<file path="src/rtl/mem_stage.sv">
`default_nettype none
// +----------------------------------------------------------------------------+
// | mem_stage : EX/MEM register, data-memory req/ack access, MEM/WB register   |
// | Rev 1.0                                                                    |
// +----------------------------------------------------------------------------+
module mem_stage #(
    parameter logic [4:0] VEC_LOAD_MISALIGN  = 5'd4,
    parameter logic [4:0] VEC_STORE_MISALIGN = 5'd5
) (
    input  logic        clk,
    input  logic        rst_n,
    input  logic [31:0] alu_data_in,
    input  logic [31:0] rt_in,
    input  logic [7:0]  control_in,
    input  logic [4:0]  regdst_in,
    input  logic [4:0]  vector_in,
    input  logic [31:0] pc_in,
    input  logic        flush,
    input  logic [31:0] dmem_rdata,
    input  logic        dmem_ack,
    output logic        dmem_req,
    output logic        dmem_we,
    output logic [31:0] dmem_addr,
    output logic [31:0] dmem_wdata,
    output logic [3:0]  dmem_be,
    output logic        stall,
    output logic [31:0] ex_mem_data,
    output logic [4:0]  ex_mem_regdst,
    output logic        ex_mem_regwrite,
    output logic [31:0] wb_data,
    output logic [4:0]  wb_regdst,
    output logic        wb_regwrite,
    output logic [4:0]  wb_vector,
    output logic [31:0] wb_pc
);

    typedef enum logic [1:0] {
        S_IDLE = 2'd0,
        S_REQ  = 2'd1,
        S_DONE = 2'd2
    } state_t;

    logic [31:0] alu_q, alu_d, rt_q, rt_d, pc_q, pc_d;
    logic [7:1]  ctrl_q, ctrl_d;
    logic [4:0]  rd_q, rd_d, vec_q, vec_d;
    state_t      state_q, state_d;
    logic [31:0] ldbuf_q, ldbuf_d;
    logic [31:0] wb_data_q, wb_data_d, wb_pc_q, wb_pc_d;
    logic [4:0]  wb_regdst_q, wb_regdst_d, wb_vector_q, wb_vector_d;
    logic        wb_regwrite_q, wb_regwrite_d;

    logic        w_mem_read, w_mem_write, w_misalign, w_mem_op, w_eff_rw, w_req;
    logic [1:0]  w_size;
    logic [4:0]  w_eff_vec;
    logic [7:0]  w_byte;
    logic [15:0] w_half;
    logic [31:0] w_load;
    logic        w_unused;

    assign w_unused = control_in[0];

    // Exception resolution: an upstream vector outranks a local misalignment.
    always_comb begin
        w_mem_read  = ctrl_q[7];
        w_mem_write = ctrl_q[6];
        w_size      = ctrl_q[5:4];
        case (w_size)
            2'b01:   w_misalign = alu_q[0];
            2'b10:   w_misalign = 1'b0;
            default: w_misalign = |alu_q[1:0];
        endcase
        w_eff_vec = 5'd0;
        if (vec_q != 5'd0)
            w_eff_vec = vec_q;
        else if (w_misalign && w_mem_read)
            w_eff_vec = VEC_LOAD_MISALIGN;
        else if (w_misalign && w_mem_write)
            w_eff_vec = VEC_STORE_MISALIGN;
        w_mem_op = (w_mem_read | w_mem_write) && (w_eff_vec == 5'd0);
        w_eff_rw = ctrl_q[2] && (w_eff_vec == 5'd0);
        stall    = w_mem_op && (state_q != S_DONE);
    end

    always_comb begin
        w_req      = (state_q == S_REQ);
        dmem_req   = w_req;
        dmem_we    = w_req & w_mem_write;
        dmem_addr  = w_req ? {alu_q[31:2], 2'b00} : 32'd0;
        dmem_be    = 4'b0000;
        dmem_wdata = 32'd0;
        if (w_req) begin
            case (w_size)
                2'b01: begin
                    dmem_be    = alu_q[1] ? 4'b1100 : 4'b0011;
                    dmem_wdata = {2{rt_q[15:0]}};
                end
                2'b10: begin
                    dmem_be    = 4'b0001 << alu_q[1:0];
                    dmem_wdata = {4{rt_q[7:0]}};
                end
                default: begin
                    dmem_be    = 4'b1111;
                    dmem_wdata = rt_q;
                end
            endcase
        end
    end

    always_comb begin
        w_byte = ldbuf_q[{alu_q[1:0], 3'b000} +: 8];
        w_half = alu_q[1] ? ldbuf_q[31:16] : ldbuf_q[15:0];
        case (w_size)
            2'b01:   w_load = ctrl_q[1] ? {16'd0, w_half} : {{16{w_half[15]}}, w_half};
            2'b10:   w_load = ctrl_q[1] ? {24'd0, w_byte} : {{24{w_byte[7]}}, w_byte};
            default: w_load = ldbuf_q;
        endcase
    end

    always_comb begin
        state_d = state_q;
        ldbuf_d = ldbuf_q;
        case (state_q)
            S_IDLE: if (w_mem_op) state_d = S_REQ;
            S_REQ: begin
                if (dmem_ack) begin
                    ldbuf_d = dmem_rdata;
                    state_d = S_DONE;
                end
            end
            S_DONE:  state_d = S_IDLE;
            default: state_d = S_IDLE;
        endcase
    end

    // EX/MEM holds under stall; a flush only matters when it would advance.
    always_comb begin
        alu_d  = alu_q;
        rt_d   = rt_q;
        pc_d   = pc_q;
        ctrl_d = ctrl_q;
        rd_d   = rd_q;
        vec_d  = vec_q;
        if (!stall) begin
            if (flush) begin
                alu_d  = 32'd0;
                rt_d   = 32'd0;
                pc_d   = 32'd0;
                ctrl_d = 7'd0;
                rd_d   = 5'd0;
                vec_d  = 5'd0;
            end else begin
                alu_d  = alu_data_in;
                rt_d   = rt_in;
                pc_d   = pc_in;
                ctrl_d = control_in[7:1];
                rd_d   = regdst_in;
                vec_d  = vector_in;
            end
        end
    end

    always_comb begin
        wb_data_d     = 32'd0;
        wb_regdst_d   = 5'd0;
        wb_regwrite_d = 1'b0;
        wb_vector_d   = 5'd0;
        wb_pc_d       = 32'd0;
        if (!stall) begin
            wb_data_d     = ctrl_q[3] ? w_load : alu_q;
            wb_regdst_d   = rd_q;
            wb_regwrite_d = w_eff_rw;
            wb_vector_d   = w_eff_vec;
            wb_pc_d       = pc_q;
        end
    end

    always_ff @(posedge clk or negedge rst_n) begin
        if (!rst_n) begin
            state_q       <= S_IDLE;
            ldbuf_q       <= 32'd0;
            alu_q         <= 32'd0;
            rt_q          <= 32'd0;
            pc_q          <= 32'd0;
            ctrl_q        <= 7'd0;
            rd_q          <= 5'd0;
            vec_q         <= 5'd0;
            wb_data_q     <= 32'd0;
            wb_regdst_q   <= 5'd0;
            wb_regwrite_q <= 1'b0;
            wb_vector_q   <= 5'd0;
            wb_pc_q       <= 32'd0;
        end else begin
            state_q       <= state_d;
            ldbuf_q       <= ldbuf_d;
            alu_q         <= alu_d;
            rt_q          <= rt_d;
            pc_q          <= pc_d;
            ctrl_q        <= ctrl_d;
            rd_q          <= rd_d;
            vec_q         <= vec_d;
            wb_data_q     <= wb_data_d;
            wb_regdst_q   <= wb_regdst_d;
            wb_regwrite_q <= wb_regwrite_d;
            wb_vector_q   <= wb_vector_d;
            wb_pc_q       <= wb_pc_d;
        end
    end

    assign ex_mem_data     = alu_q;
    assign ex_mem_regdst   = rd_q;
    assign ex_mem_regwrite = w_eff_rw;
    assign wb_data         = wb_data_q;
    assign wb_regdst       = wb_regdst_q;
    assign wb_regwrite     = wb_regwrite_q;
    assign wb_vector       = wb_vector_q;
    assign wb_pc           = wb_pc_q;

endmodule
`default_nettype wire

</file>
<file path="config.mk">
export PLATFORM = sky130hd
export DESIGN_NAME = mem_stage
export DESIGN_NICKNAME = d
export VERILOG_FILES = /design/src/rtl/mem_stage.sv
export SDC_FILE = /design/constraint.sdc
export NUM_CORES = 1
export LEC_CHECK = 0
export CAP_MARGIN = 10
export CORE_ASPECT_RATIO = 1.1
export CORE_UTILIZATION = 50
export CTS_CLUSTER_DIAMETER = 120
export DETAILED_ROUTE_END_ITERATION = 8
export PLACE_DENSITY = 0.86
export SETUP_SLACK_MARGIN = 0.4
export SLEW_MARGIN = 10
export SYNTH_ARGS = -nofsm -noshare
export SYNTH_HDL_FRONTEND = slang
export SYNTH_SLANG_ARGS = --single-unit
</file>
<file path="constraint.sdc">
create_clock -name clk -period 3.9 [get_ports clk]
set_input_delay 0.78 -clock clk [delete_from_list [all_inputs] [get_ports clk]]
set_output_delay 0.78 -clock clk [all_outputs]
set_load 0.01 [all_outputs]
</file>
==> impl_metrics.env <==
export IMPL_violations="design-rule violations"
export IMPL_worst_slack_ns=0.4689
export IMPL_final_cell_mix="clkdlybuf4s50_1, dfrtp_1, nor2b_1"
export IMPL_initial_utilization=0.5165
export IMPL_ant_nets=0
export IMPL_p_per_area_nw_per_um2=458.7
export IMPL_viasPerCell=5.474
export IMPL_numCtsBuffers=22
export IMPL_drcViolationCount=2
export IMPL_drt_iter0_markers=452
export IMPL_die_y_microns=153.3
export IMPL_dp_cells=1407
export IMPL_vdd_ir_drop_max_mv=0.2885
export IMPL_worstSetupPathType="reg -> out"
export IMPL_coreArea_sq_um=20130
export IMPL_nets=1335
export IMPL_cp_cell_sequence="inv_1, ha_2, buf_6, clkinvlp_4, buf_4, o21a_1, nor2_1, clkdlybuf4s50_1"
export IMPL_finalCritPeriodShare=0.8798
export IMPL_skew_ns=0.01631
export IMPL_cts_root_buf="clkbuf_16"
export IMPL_hold_buffers=0
export IMPL_setup_viol=0
export IMPL_rsz0062_at_grt="yes"
export IMPL_cts_path_max_buffers=3
export IMPL_htreeDepth=1
export IMPL_syn_area_per_cell_sq_um=11.79
export IMPL_netlist_area_sq_um=10400
export IMPL_grt_max_degree=148
export IMPL_clk_pin_slew_worst_paths_ns=0.06
export IMPL_cp_max_fo=19
export IMPL_dpl_worst_slack_ns=0.7580
export IMPL_area_growth_pct=40.74
export IMPL_antenna_found_initial=0
export IMPL_slowest_stage="clkdlybuf4s50_1"
export IMPL_status="complete, but fails checks"
export IMPL_grt_pass1_vias=8295
export IMPL_p_total_mw=6.713
export IMPL_power_leakage_nw=6.660
export IMPL_hold_path_class="in -> async"
export IMPL_maxSlewHeadroom=0.3694
export IMPL_routedWlPerCell_microns=20.56
export IMPL_ios=334
export IMPL_num_rows=54
export IMPL_ys_ff_latch=222
export IMPL_endpoint_kind="output port"
export IMPL_gp_congestion=0.8558
export IMPL_drive_above_1_share=0.1523
export IMPL_final_common_cell="clkdlybuf4s50_1"
export IMPL_synth_cell_types=41
export IMPL_cp_required_ns=3.12
export IMPL_worst_pin_slew_ns=0.9458
export IMPL_fp_dieArea_sq_um=21380
export IMPL_dpl_hpwl_microns=20510
export IMPL_cts_tree="yes"
export IMPL_io_buffers=330
export IMPL_fin_cells=1448
export IMPL_cp_arrival_ns=2.65
export IMPL_tns_ns=0
export IMPL_ys_warn_count=0
export IMPL_period_needed_ns=3.431
export IMPL_grt_overflow=0
export IMPL_vias=7927
export IMPL_slowest_delay_ns=0.58
export IMPL_clkLatencyLatePin_ns=0.50
export IMPL_grt_usage=0.2810
export IMPL_yosysSeqAreaShare=0.5342
export IMPL_firstDrtPassIters=7
export IMPL_max_clock_freq_ghz=0.2914
export IMPL_wirelength_microns=29780
export IMPL_hold_viol_final=0
export IMPL_final_max_slew_viol_count=0
export IMPL_numClockSinks=222
export IMPL_hold_ws_ns=0.2207
export IMPL_drv_cap=0
export IMPL_die_w_microns=139.5
export IMPL_syn_inst=882
export IMPL_grt_pass1_wl_microns=46540
export IMPL_start_kind="flip-flop"
[worst max-delay path, delay by kind of cell (launching register included)]
| kind | cells | cell delay, ns |
|---|---|---|
| buf+inv | 5 | 1.25 |
| flops | 1 | 0.40 |
| fa+ha+maj | 1 | 0.32 |
| compound gates | 1 | 0.11 |
| simple gates | 1 | 0.08 |
[kinds of logic (layout without fill, tap and decap cells)]
kind of cell	after synthesis	count (layout)	share of synthesized area
muxes	142	142	0.1781
buffers and inverters	94	406	0.04127
and+or+nand+nor	287	287	0.1588
AOI/OAI and AO/OA	134	134	0.08494
DFF	222	222	0.5342
adders and majority gates	2	2	0.002406
other	1	3	0.0003606
[metrics by stage]
step / area (sq um) / utilization
2_1_floorplan: 10400 / -
3_3_place_gp: 13830 / 0.6870
3_5_place_dp: 13830 / 0.6870
4_1_cts: 14530 / 0.7216
5_1_grt: 14630 / 0.7268
6_report: 14640 / 0.7269
[report_power, final]
group	internal [mW]	switching (mW)
sequential	2.67	0.297
clock	1.17	0.872
combinational	0.953	0.754
[synth_stat cells (all sizes together)]
master,count,area [sq um]
inv,22,82.58
nand2,7,26.28
mux2i,17,170.2
o21a,2,15.01
a21oi,39,195.2
o21ai,24,120.1
nand3,9,45.04
nand3b,1,7.510
nor3b,5,37.54
and2,76,475.5
a2111oi,1,8.760
o41ai,2,17.52
dfrtp,222,5555
a221o,8,80.08
clkbuf,53,198.9
nand2b,11,68.82
mux2,125,1682
buf,19,147.6
a22o,8,70.07
ha,2,25.02
and3,16,100.1
nor3,8,45.04
nand4,1,6.260
conb,1,3.750
a21boi,1,7.510
a31oi,1,6.260
or4,1,11.26
or3,1,6.260
a22oi,22,165.2
nor2b,102,638.1
o22ai,2,12.51
o211a,2,20.02
a211oi,22,165.2
nor2,49,183.9
[per-layer routing]
metal / share of wire / GRT usage
met1: 0.40 / 0.3428
met3: 0.076 / 0.06422
met4: 0.035 / 0.1085
met5: 0 / 0
met2: 0.49 / 0.4829
[cell type report]
| class | instances | area (sq um) |
|---|---|---|
| sequential | 222 | 5555 |
| fill | 1416 | 5498 |
| multi-input combinational | 567 | 4471 |
| timing repair buffer | 348 | 3517 |
| clock buffer | 31 | 655.6 |
| tap | 252 | 315.3 |
| inverter | 22 | 86.33 |
| clock inverter | 5 | 33.78 |
| antenna | 1 | 2.502 |
[final timing paths]
check / startpoint / to / slack (ns) / cells past startpoint
max: ctrl_q[4] / dmem_be[3] / 0.47 / 8
min: rst_n / ex_mem_data[31] / 0.22 / 1
max reg2reg: ctrl_q[4] / pc_q[4] / 1.16 / 8
min reg2reg: vec_q[3] / wb_vector[3] / 0.39 / 0
max in group asynchronous: rst_n / pc_q[4] / 2.75 / 2
min in group clk: vec_q[3] / wb_vector[3] / 0.39 / 0
[state kept, by name, indices dropped and copies added, names as in the netlist]
signal         cells
ldbuf_q           32
wb_pc             32
wb_data           32
state_q            2
wb_regdst          5
pc_q              32
wb_vector          5
ctrl_q             7
vec_q              5
wb_regwrite        1
ex_mem_data       32
rt_q              32
ex_mem_regdst      5
[timing repair]
| action | CTS | global route |
|---|---|---|
| resized for setup | 2 | 16 |
| buffers inserted | 0 | 3 |
| endpoints found under the setup margin | 8 | 22 |
Note: power is estimated with default switching activity, not from simulation.
